$ cat src/rtl/uart_tx_if.sv
// uart_tx_if -- request/serial-line bundle for uart_tx.
//
// Signals:
//   Prescale   [4:0]            clock cycles per serial bit (0-3 act as 4)
//   PAR_EN                      1 = parity bit inserted after the data bits
//   PAR_TYP                     0 = even parity, 1 = odd parity
//   P_DATA     [DATA_WIDTH-1:0] parallel word to transmit
//   Data_Valid                  transmit request, P_DATA valid this cycle
//   TX_OUT                      serial line, idle high
//   Busy                        frame in progress, requests ignored
//
// Modports:
//   master  -- request source (drives the request, observes line and Busy)
//   slave   -- the transmitter
interface uart_tx_if #(
  parameter int DATA_WIDTH = 8
);
  logic [4:0]            Prescale;
  logic                  PAR_EN;
  logic                  PAR_TYP;
  logic [DATA_WIDTH-1:0] P_DATA;
  logic                  Data_Valid;
  logic                  TX_OUT;
  logic                  Busy;

  modport master (
    output Prescale,
    output PAR_EN,
    output PAR_TYP,
    output P_DATA,
    output Data_Valid,
    input  TX_OUT,
    input  Busy
  );

  modport slave (
    input  Prescale,
    input  PAR_EN,
    input  PAR_TYP,
    input  P_DATA,
    input  Data_Valid,
    output TX_OUT,
    output Busy
  );
endinterface

$ cat src/rtl/uart_tx.sv
// uart_tx -- single-frame UART transmitter.
//
// A request (Data_Valid while not busy) captures the word, parity settings
// and prescale; the next cycle starts the frame: start bit (0), DATA_WIDTH
// data bits LSB first, optional parity bit, stop bit (1). Every bit lasts P
// clock cycles, P being the captured prescale with 0-3 promoted to 4.
//
// Ports:
//   CLK  -- oversampling clock, rising edge
//   RST  -- synchronous active-low reset, aborts any frame in progress
//   bus  -- uart_tx_if slave modport (request inputs, TX_OUT, Busy)
module uart_tx #(
  parameter int DATA_WIDTH = 8
) (
  input  logic      CLK,
  input  logic      RST,
  uart_tx_if.slave  bus
);

  localparam int CNT_W = (DATA_WIDTH > 1) ? $clog2(DATA_WIDTH) : 1;
  localparam logic [CNT_W-1:0] LAST_BIT = CNT_W'(DATA_WIDTH - 1);

  typedef enum logic [2:0] {
    IDLE   = 3'd0,
    START  = 3'd1,
    DATA   = 3'd2,
    PARITY = 3'd3,
    STOP   = 3'd4
  } state_t;

  // Parity bit for a captured word: plain XOR for even, inverted for odd.
  function automatic logic parity_bit(input logic [DATA_WIDTH-1:0] d,
                                      input logic odd);
    return (^d) ^ odd;
  endfunction

  // Prescale values below 4 are too short to be useful and run as 4.
  function automatic logic [4:0] eff_prescale(input logic [4:0] p);
    logic [4:0] r;
    if (p < 5'd4) begin
      r = 5'd4;
    end else begin
      r = p;
    end
    return r;
  endfunction

  state_t                state_r;
  state_t                next_state_s;
  logic [4:0]            timer_r;
  logic [4:0]            next_timer_s;
  logic [CNT_W-1:0]      bit_cnt_r;
  logic [CNT_W-1:0]      next_bit_cnt_s;
  logic [DATA_WIDTH-1:0] data_r;
  logic                  par_en_r;
  logic                  par_typ_r;
  logic [4:0]            prescale_r;
  logic                  tx_out_r;
  logic                  busy_r;
  logic                  accept_s;
  logic                  last_tick_s;
  logic                  next_tx_s;
  logic                  next_busy_s;

  // Bit boundary: the timer has reached P-1 in the current bit.
  assign last_tick_s = (timer_r == (prescale_r - 5'd1));

  // Next-state, bit timer and data bit counter.
  always_comb begin
    next_state_s   = state_r;
    next_timer_s   = timer_r;
    next_bit_cnt_s = bit_cnt_r;
    accept_s       = 1'b0;
    case (state_r)
      IDLE: begin
        if (bus.Data_Valid) begin
          accept_s       = 1'b1;
          next_state_s   = START;
          next_timer_s   = 5'd0;
          next_bit_cnt_s = '0;
        end else begin
          next_state_s   = IDLE;
        end
      end
      START: begin
        if (last_tick_s) begin
          next_state_s = DATA;
          next_timer_s = 5'd0;
        end else begin
          next_timer_s = timer_r + 5'd1;
        end
      end
      DATA: begin
        if (last_tick_s) begin
          next_timer_s = 5'd0;
          if (bit_cnt_r == LAST_BIT) begin
            next_bit_cnt_s = '0;
            if (par_en_r) begin
              next_state_s = PARITY;
            end else begin
              next_state_s = STOP;
            end
          end else begin
            next_bit_cnt_s = bit_cnt_r + CNT_W'(1);
          end
        end else begin
          next_timer_s = timer_r + 5'd1;
        end
      end
      PARITY: begin
        if (last_tick_s) begin
          next_state_s = STOP;
          next_timer_s = 5'd0;
        end else begin
          next_timer_s = timer_r + 5'd1;
        end
      end
      STOP: begin
        if (last_tick_s) begin
          next_state_s = IDLE;
          next_timer_s = 5'd0;
        end else begin
          next_timer_s = timer_r + 5'd1;
        end
      end
      default: begin
        next_state_s   = IDLE;
        next_timer_s   = 5'd0;
        next_bit_cnt_s = '0;
      end
    endcase
  end

  // Line level and Busy for the next cycle, derived from the next state so
  // both outputs can be registered without a cycle of lag.
  always_comb begin
    next_tx_s   = 1'b1;
    next_busy_s = (next_state_s != IDLE);
    case (next_state_s)
      IDLE:    next_tx_s = 1'b1;
      START:   next_tx_s = 1'b0;
      DATA:    next_tx_s = data_r[next_bit_cnt_s];
      PARITY:  next_tx_s = parity_bit(data_r, par_typ_r);
      STOP:    next_tx_s = 1'b1;
      default: next_tx_s = 1'b1;
    endcase
  end

  // State, counters, captured request and registered outputs.
  always_ff @(posedge CLK) begin
    if (!RST) begin
      state_r    <= IDLE;
      timer_r    <= 5'd0;
      bit_cnt_r  <= '0;
      data_r     <= '0;
      par_en_r   <= 1'b0;
      par_typ_r  <= 1'b0;
      prescale_r <= 5'd0;
      tx_out_r   <= 1'b1;
      busy_r     <= 1'b0;
    end else begin
      state_r   <= next_state_s;
      timer_r   <= next_timer_s;
      bit_cnt_r <= next_bit_cnt_s;
      tx_out_r  <= next_tx_s;
      busy_r    <= next_busy_s;
      if (accept_s) begin
        data_r     <= bus.P_DATA;
        par_en_r   <= bus.PAR_EN;
        par_typ_r  <= bus.PAR_TYP;
        prescale_r <= eff_prescale(bus.Prescale);
      end else begin
        data_r     <= data_r;
        par_en_r   <= par_en_r;
        par_typ_r  <= par_typ_r;
        prescale_r <= prescale_r;
      end
    end
  end

  assign bus.TX_OUT = tx_out_r;
  assign bus.Busy   = busy_r;

endmodule
$ cat src/flat_wrapper.sv
// flat-port wrapper written by rule: the top's interface ports become plain ports
module uart_tx_flat 
#(
  parameter int DATA_WIDTH = 8
)
  (CLK, RST, bus_Prescale, bus_PAR_EN, bus_PAR_TYP, bus_P_DATA, bus_Data_Valid, bus_TX_OUT, bus_Busy);
  uart_tx_if #(.DATA_WIDTH(DATA_WIDTH)) bus_i ();
  input  logic CLK;
  input  logic RST;
  input wire logic [$bits(bus_i.Prescale)-1:0] bus_Prescale;
  input wire logic [$bits(bus_i.PAR_EN)-1:0] bus_PAR_EN;
  input wire logic [$bits(bus_i.PAR_TYP)-1:0] bus_PAR_TYP;
  input wire logic [$bits(bus_i.P_DATA)-1:0] bus_P_DATA;
  input wire logic [$bits(bus_i.Data_Valid)-1:0] bus_Data_Valid;
  output wire logic [$bits(bus_i.TX_OUT)-1:0] bus_TX_OUT;
  output wire logic [$bits(bus_i.Busy)-1:0] bus_Busy;
  assign bus_i.Prescale = bus_Prescale;
  assign bus_i.PAR_EN = bus_PAR_EN;
  assign bus_i.PAR_TYP = bus_PAR_TYP;
  assign bus_i.P_DATA = bus_P_DATA;
  assign bus_i.Data_Valid = bus_Data_Valid;
  assign bus_TX_OUT = bus_i.TX_OUT;
  assign bus_Busy = bus_i.Busy;
  uart_tx #(.DATA_WIDTH(DATA_WIDTH)) u_core (.CLK(CLK), .RST(RST), .bus(bus_i));
endmodule
$ cat config.mk
export PLATFORM = sky130hd
export DESIGN_NAME = uart_tx_flat
export DESIGN_NICKNAME = d
export VERILOG_FILES = /design/src/rtl/uart_tx_if.sv /design/src/rtl/uart_tx.sv /design/src/flat_wrapper.sv
export SDC_FILE = /design/constraint.sdc
export NUM_CORES = 1
export LEC_CHECK = 0
export BUFFER_PORTS_ARGS = -buffer_cell sky130_fd_sc_hd__buf_2
export CORE_MARGIN = 1
export CORE_UTILIZATION = 51
export CTS_CLUSTER_SIZE = 14
export DETAILED_ROUTE_END_ITERATION = 10
export GPL_TIMING_DRIVEN = 0
export HOLD_SLACK_MARGIN = 0.12
export PLACE_DENSITY_LB_ADDON = 0.25
export SYNTH_ARGS = -nofsm -noshare
export SYNTH_HDL_FRONTEND = slang
export SYNTH_SLANG_ARGS = --single-unit
$ cat constraint.sdc
create_clock -name CLK -period 2.56 [get_ports CLK]
set_clock_uncertainty 0.2 [all_clocks]
set_input_delay 0.256 -clock CLK [delete_from_list [all_inputs] [get_ports CLK]]
set_output_delay 0.256 -clock CLK [all_outputs]
set_load 0.03 [all_outputs]
==> impl_metrics.tcl <==
set metrics [dict create \
    dp_hpwl_um 2515 \
    synth_edf_count 0 \
    drt.antenna.violating_nets 0 \
    hold_viol_final 0 \
    drive_above_1_share 0.1891 \
    antenna_found_initial 0 \
    nets 261 \
    avgSynthCellArea_um2 7.873 \
    cp.arrival_ns 2.54 \
    fmax_ghz 0.3983 \
    clkSinkCount 28 \
    tightest_slew_ns 0.5372 \
    crit_path_end_kind "flip-flop" \
    cp-start-kind "flip-flop" \
    clock_latency_ns 0.33 \
    cts_root_buf "clkbuf_4" \
    yosysMostFrequentCell "nand2_1" \
    ios 20 \
    synthSimpleGateAreaFrac 0.2820 \
    clkTransAtPathRegs_ns 0.14 \
    ys.warnings.count 0 \
    synthMuxAreaShare 0.01385 \
    synth_top_family_by_area "simple AND/OR/NAND/NOR gates" \
    crit_type "reg2reg" \
    worst_slack_ns 0.04936 \
    violations "design-rule violations" \
    ys_ff_latch 28 \
    ys_seq_area_frac 0.3651 \
    rsz0062_at_grt "yes" \
    syn_inst 195 \
    grt_usage 0.2494 \
    p_switching_mw 0.2520 \
    synthFlopType "dfxtp_1" \
    ys_top_cells_by_count "nand2_1 (34), dfxtp_1 (28), a21oi_1 (19), nor2_1 (14), xnor2_1 (12)" \
    coreArea_mm2 0.002805 \
    cts_buffers 3 \
    grt.overflow.total 0 \
    layout_min_cycle_time_ns 2.511 \
    rows 19 \
    relSlewSlack 0.6419 \
    total_power_mw 0.9629 \
    yosys-top-cells-area "dfxtp_1 (37%), nand2_1 (8.3%), xnor2_1 (6.8%), a21oi_1 (6.2%), nor2_1 (3.4%)" \
    grt_pass1_wl_um 6196 \
    leakage_nw 0.7510 \
    die_h_um 56.87 \
    synth.cell_area_mm2 0.001535 \
    portBuffers 19 \
    cap_violations 0 \
    synthToLayoutAreaGrowth_pct 27.30 \
    synth_xor_area_frac 0.1027 \
    synth_cell_type_count 40 \
    via_per_inst 5.665 \
    gp_congestion 0.7741 \
    p_clk_frac 0.299 \
    num_vias 1524 \
    synth_fa_ha_area_frac 0.03260 \
    p_seq_frac 0.495 \
    initial_core_util 0.5473 \
    setup_tns_ns 0 \
    synth_top_area_frac 0.3651 \
    grt_pass1_vias 1527 \
    finalCritPeriodShare 0.9807 \
    async_flop_share 0 \
    powerDensity_mw_per_mm2 492.7 \
    whs_ns 0.1729 \
    dieWidth_um 56.87 \
    synth_compound_area_frac 0.1646 \
    vdd_drop_max_mv 0.3955 \
    drt_iter0_markers 49 \
    hp-class "in2reg" \
    crit_fanout 10 \
    p_int_mw 0.7109 \
    rrSetupSlack_ns 0.05 \
    dp_slack_ns -0.1553 \
    dr.pass1.iters 7 \
    syn_nets 217 \
    max-clock-path-buffers 2 \
    status "finished, violations left" \
    antenna_cells 0 \
    grt_max_degree 17 \
    p_comb_frac 0.206 \
    routed_wl_um 3603 \
    dieArea_mm2 0.003234 \
    slew_viol_final 0 \
    setup_viol 0 \
    cts_max_level 1 \
    cts_tree "built" \
    wl_per_cell_um 13.39 \
    swShare 0.2617 \
    drc_errors 2 \
    synth_top_area_cell "dfxtp_1" \
    cp.required_ns 2.59 \
]
## worst max-delay path: stages (launching register included)
cell and delay, ns:
dfxtp_2 0.35, inv_1 0.08, ha_4 0.15, nand4bb_1 0.13, a211oi_2 0.35, o311ai_4 0.17, buf_4 0.21, a21o_1 0.21
a21oi_1 0.25, nand4_1 0.12, nand4_1 0.13, a22oi_1 0.07
## area by class of cell
class                           count  area, um^2
Inverter                            7       26.28
Tap cell                           31       38.79
Multi-Input combinational cell    152       953.4
Fill cell                         214       850.8
Clock buffer                        3       22.52
Buffer                              8       35.03
Sequential cell                    28       563.0
Timing Repair Buffer               39       285.3
Clock inverter                      1       30.03
## sequential cells by signal (all words and copies together), names as in the netlist
name / count
u_core.state_r: 3
u_core.bit_cnt_r: 3
u_core.bus.TX_OUT: 1
u_core.bus.Busy: 1
u_core.prescale_r: 5
u_core.timer_r: 5
u_core.par_typ_r: 1
u_core.data_r: 8
u_core.par_en_r: 1
## cells by family after synthesis
logic type,count (synthesis)
AOI/OAI and AO/OA,41
muxes,2
buffers and inverters,15
adders and majority gates,4
xor gates and xnor gates,18
DFF,28
and+or+nand+nor,87
## power groups by stage
stage | clock (mW) | sequential (mW) | combinational, mW
6_report | 0.288 | 0.477 | 0.198
5_1_grt | 0.317 | 0.480 | 0.219
4_1_cts | 0.295 | 0.476 | 0.190
3_5_place_dp | 0 | 0.486 | 0.163
3_3_place_gp | 0 | 0.485 | 0.157
2_1_floorplan | 0 | 0.487 | 0.117
## path summary, 6_finish.rpt
check | depth (start not counted) | startpoint | to
hold reg to reg | 2 | u_core.par_typ_r | u_core.par_typ_r
hold / removal | 4 | bus_Data_Valid | u_core.timer_r[1]
setup reg to reg | 11 | u_core.prescale_r[1] | u_core.bus.TX_OUT
setup / recovery | 11 | u_core.prescale_r[1] | u_core.bus.TX_OUT
## routing by layer
| layer | wire length (um) | GRT usage | share of wire |
|---|---|---|---|
| met2 | 1823 | 0.4439 | 0.51 |
| met1 | 1536 | 0.2657 | 0.43 |
| met5 | 0 | 0 | 0 |
| met4 | 81 | 0.1220 | 0.022 |
| met3 | 162 | 0.07604 | 0.045 |
## stage by stage
step / cell area [um^2] / util / std cells
6_report: 1954 / 0.6967 / 269
4_1_cts: 1927 / 0.6869 / 268
3_5_place_dp: 1669 / 0.5950 / 245
2_1_floorplan: 1535 / - / 195
3_3_place_gp: 1669 / 0.5950 / 245
5_1_grt: 1954 / 0.6967 / 269
## layout by cell type, fill, tap and decap left out, types with 2 or more instances in the layout
cell	n
clkbuf_1	6
buf_4	5
nand4_1	8
xor2_1	6
o21ai_1	2
dfxtp_1	26
or3_1	2
nor3_1	4
inv_1	5
inv_2	2
dfxtp_2	2
buf_2	19
nand3_1	8
a21o_1	3
a21oi_1	19
xnor2_1	12
clkbuf_4	3
o21ai_0	7
ha_1	3
nor2_1	14
nand2b_1	3
and2_1	3
dlygate4sd3_1	16
nand2_1	34
## repair_timing
action                                  CTS  global route
pin swaps                                 3             3
endpoints found under the setup margin    2            12
hold buffers                             16             0
hold endpoints to repair                 23             0
setup buffers                             3             1
gates resized for setup                   5             8
No activity file was read; power rests on OpenSTA's default activity.
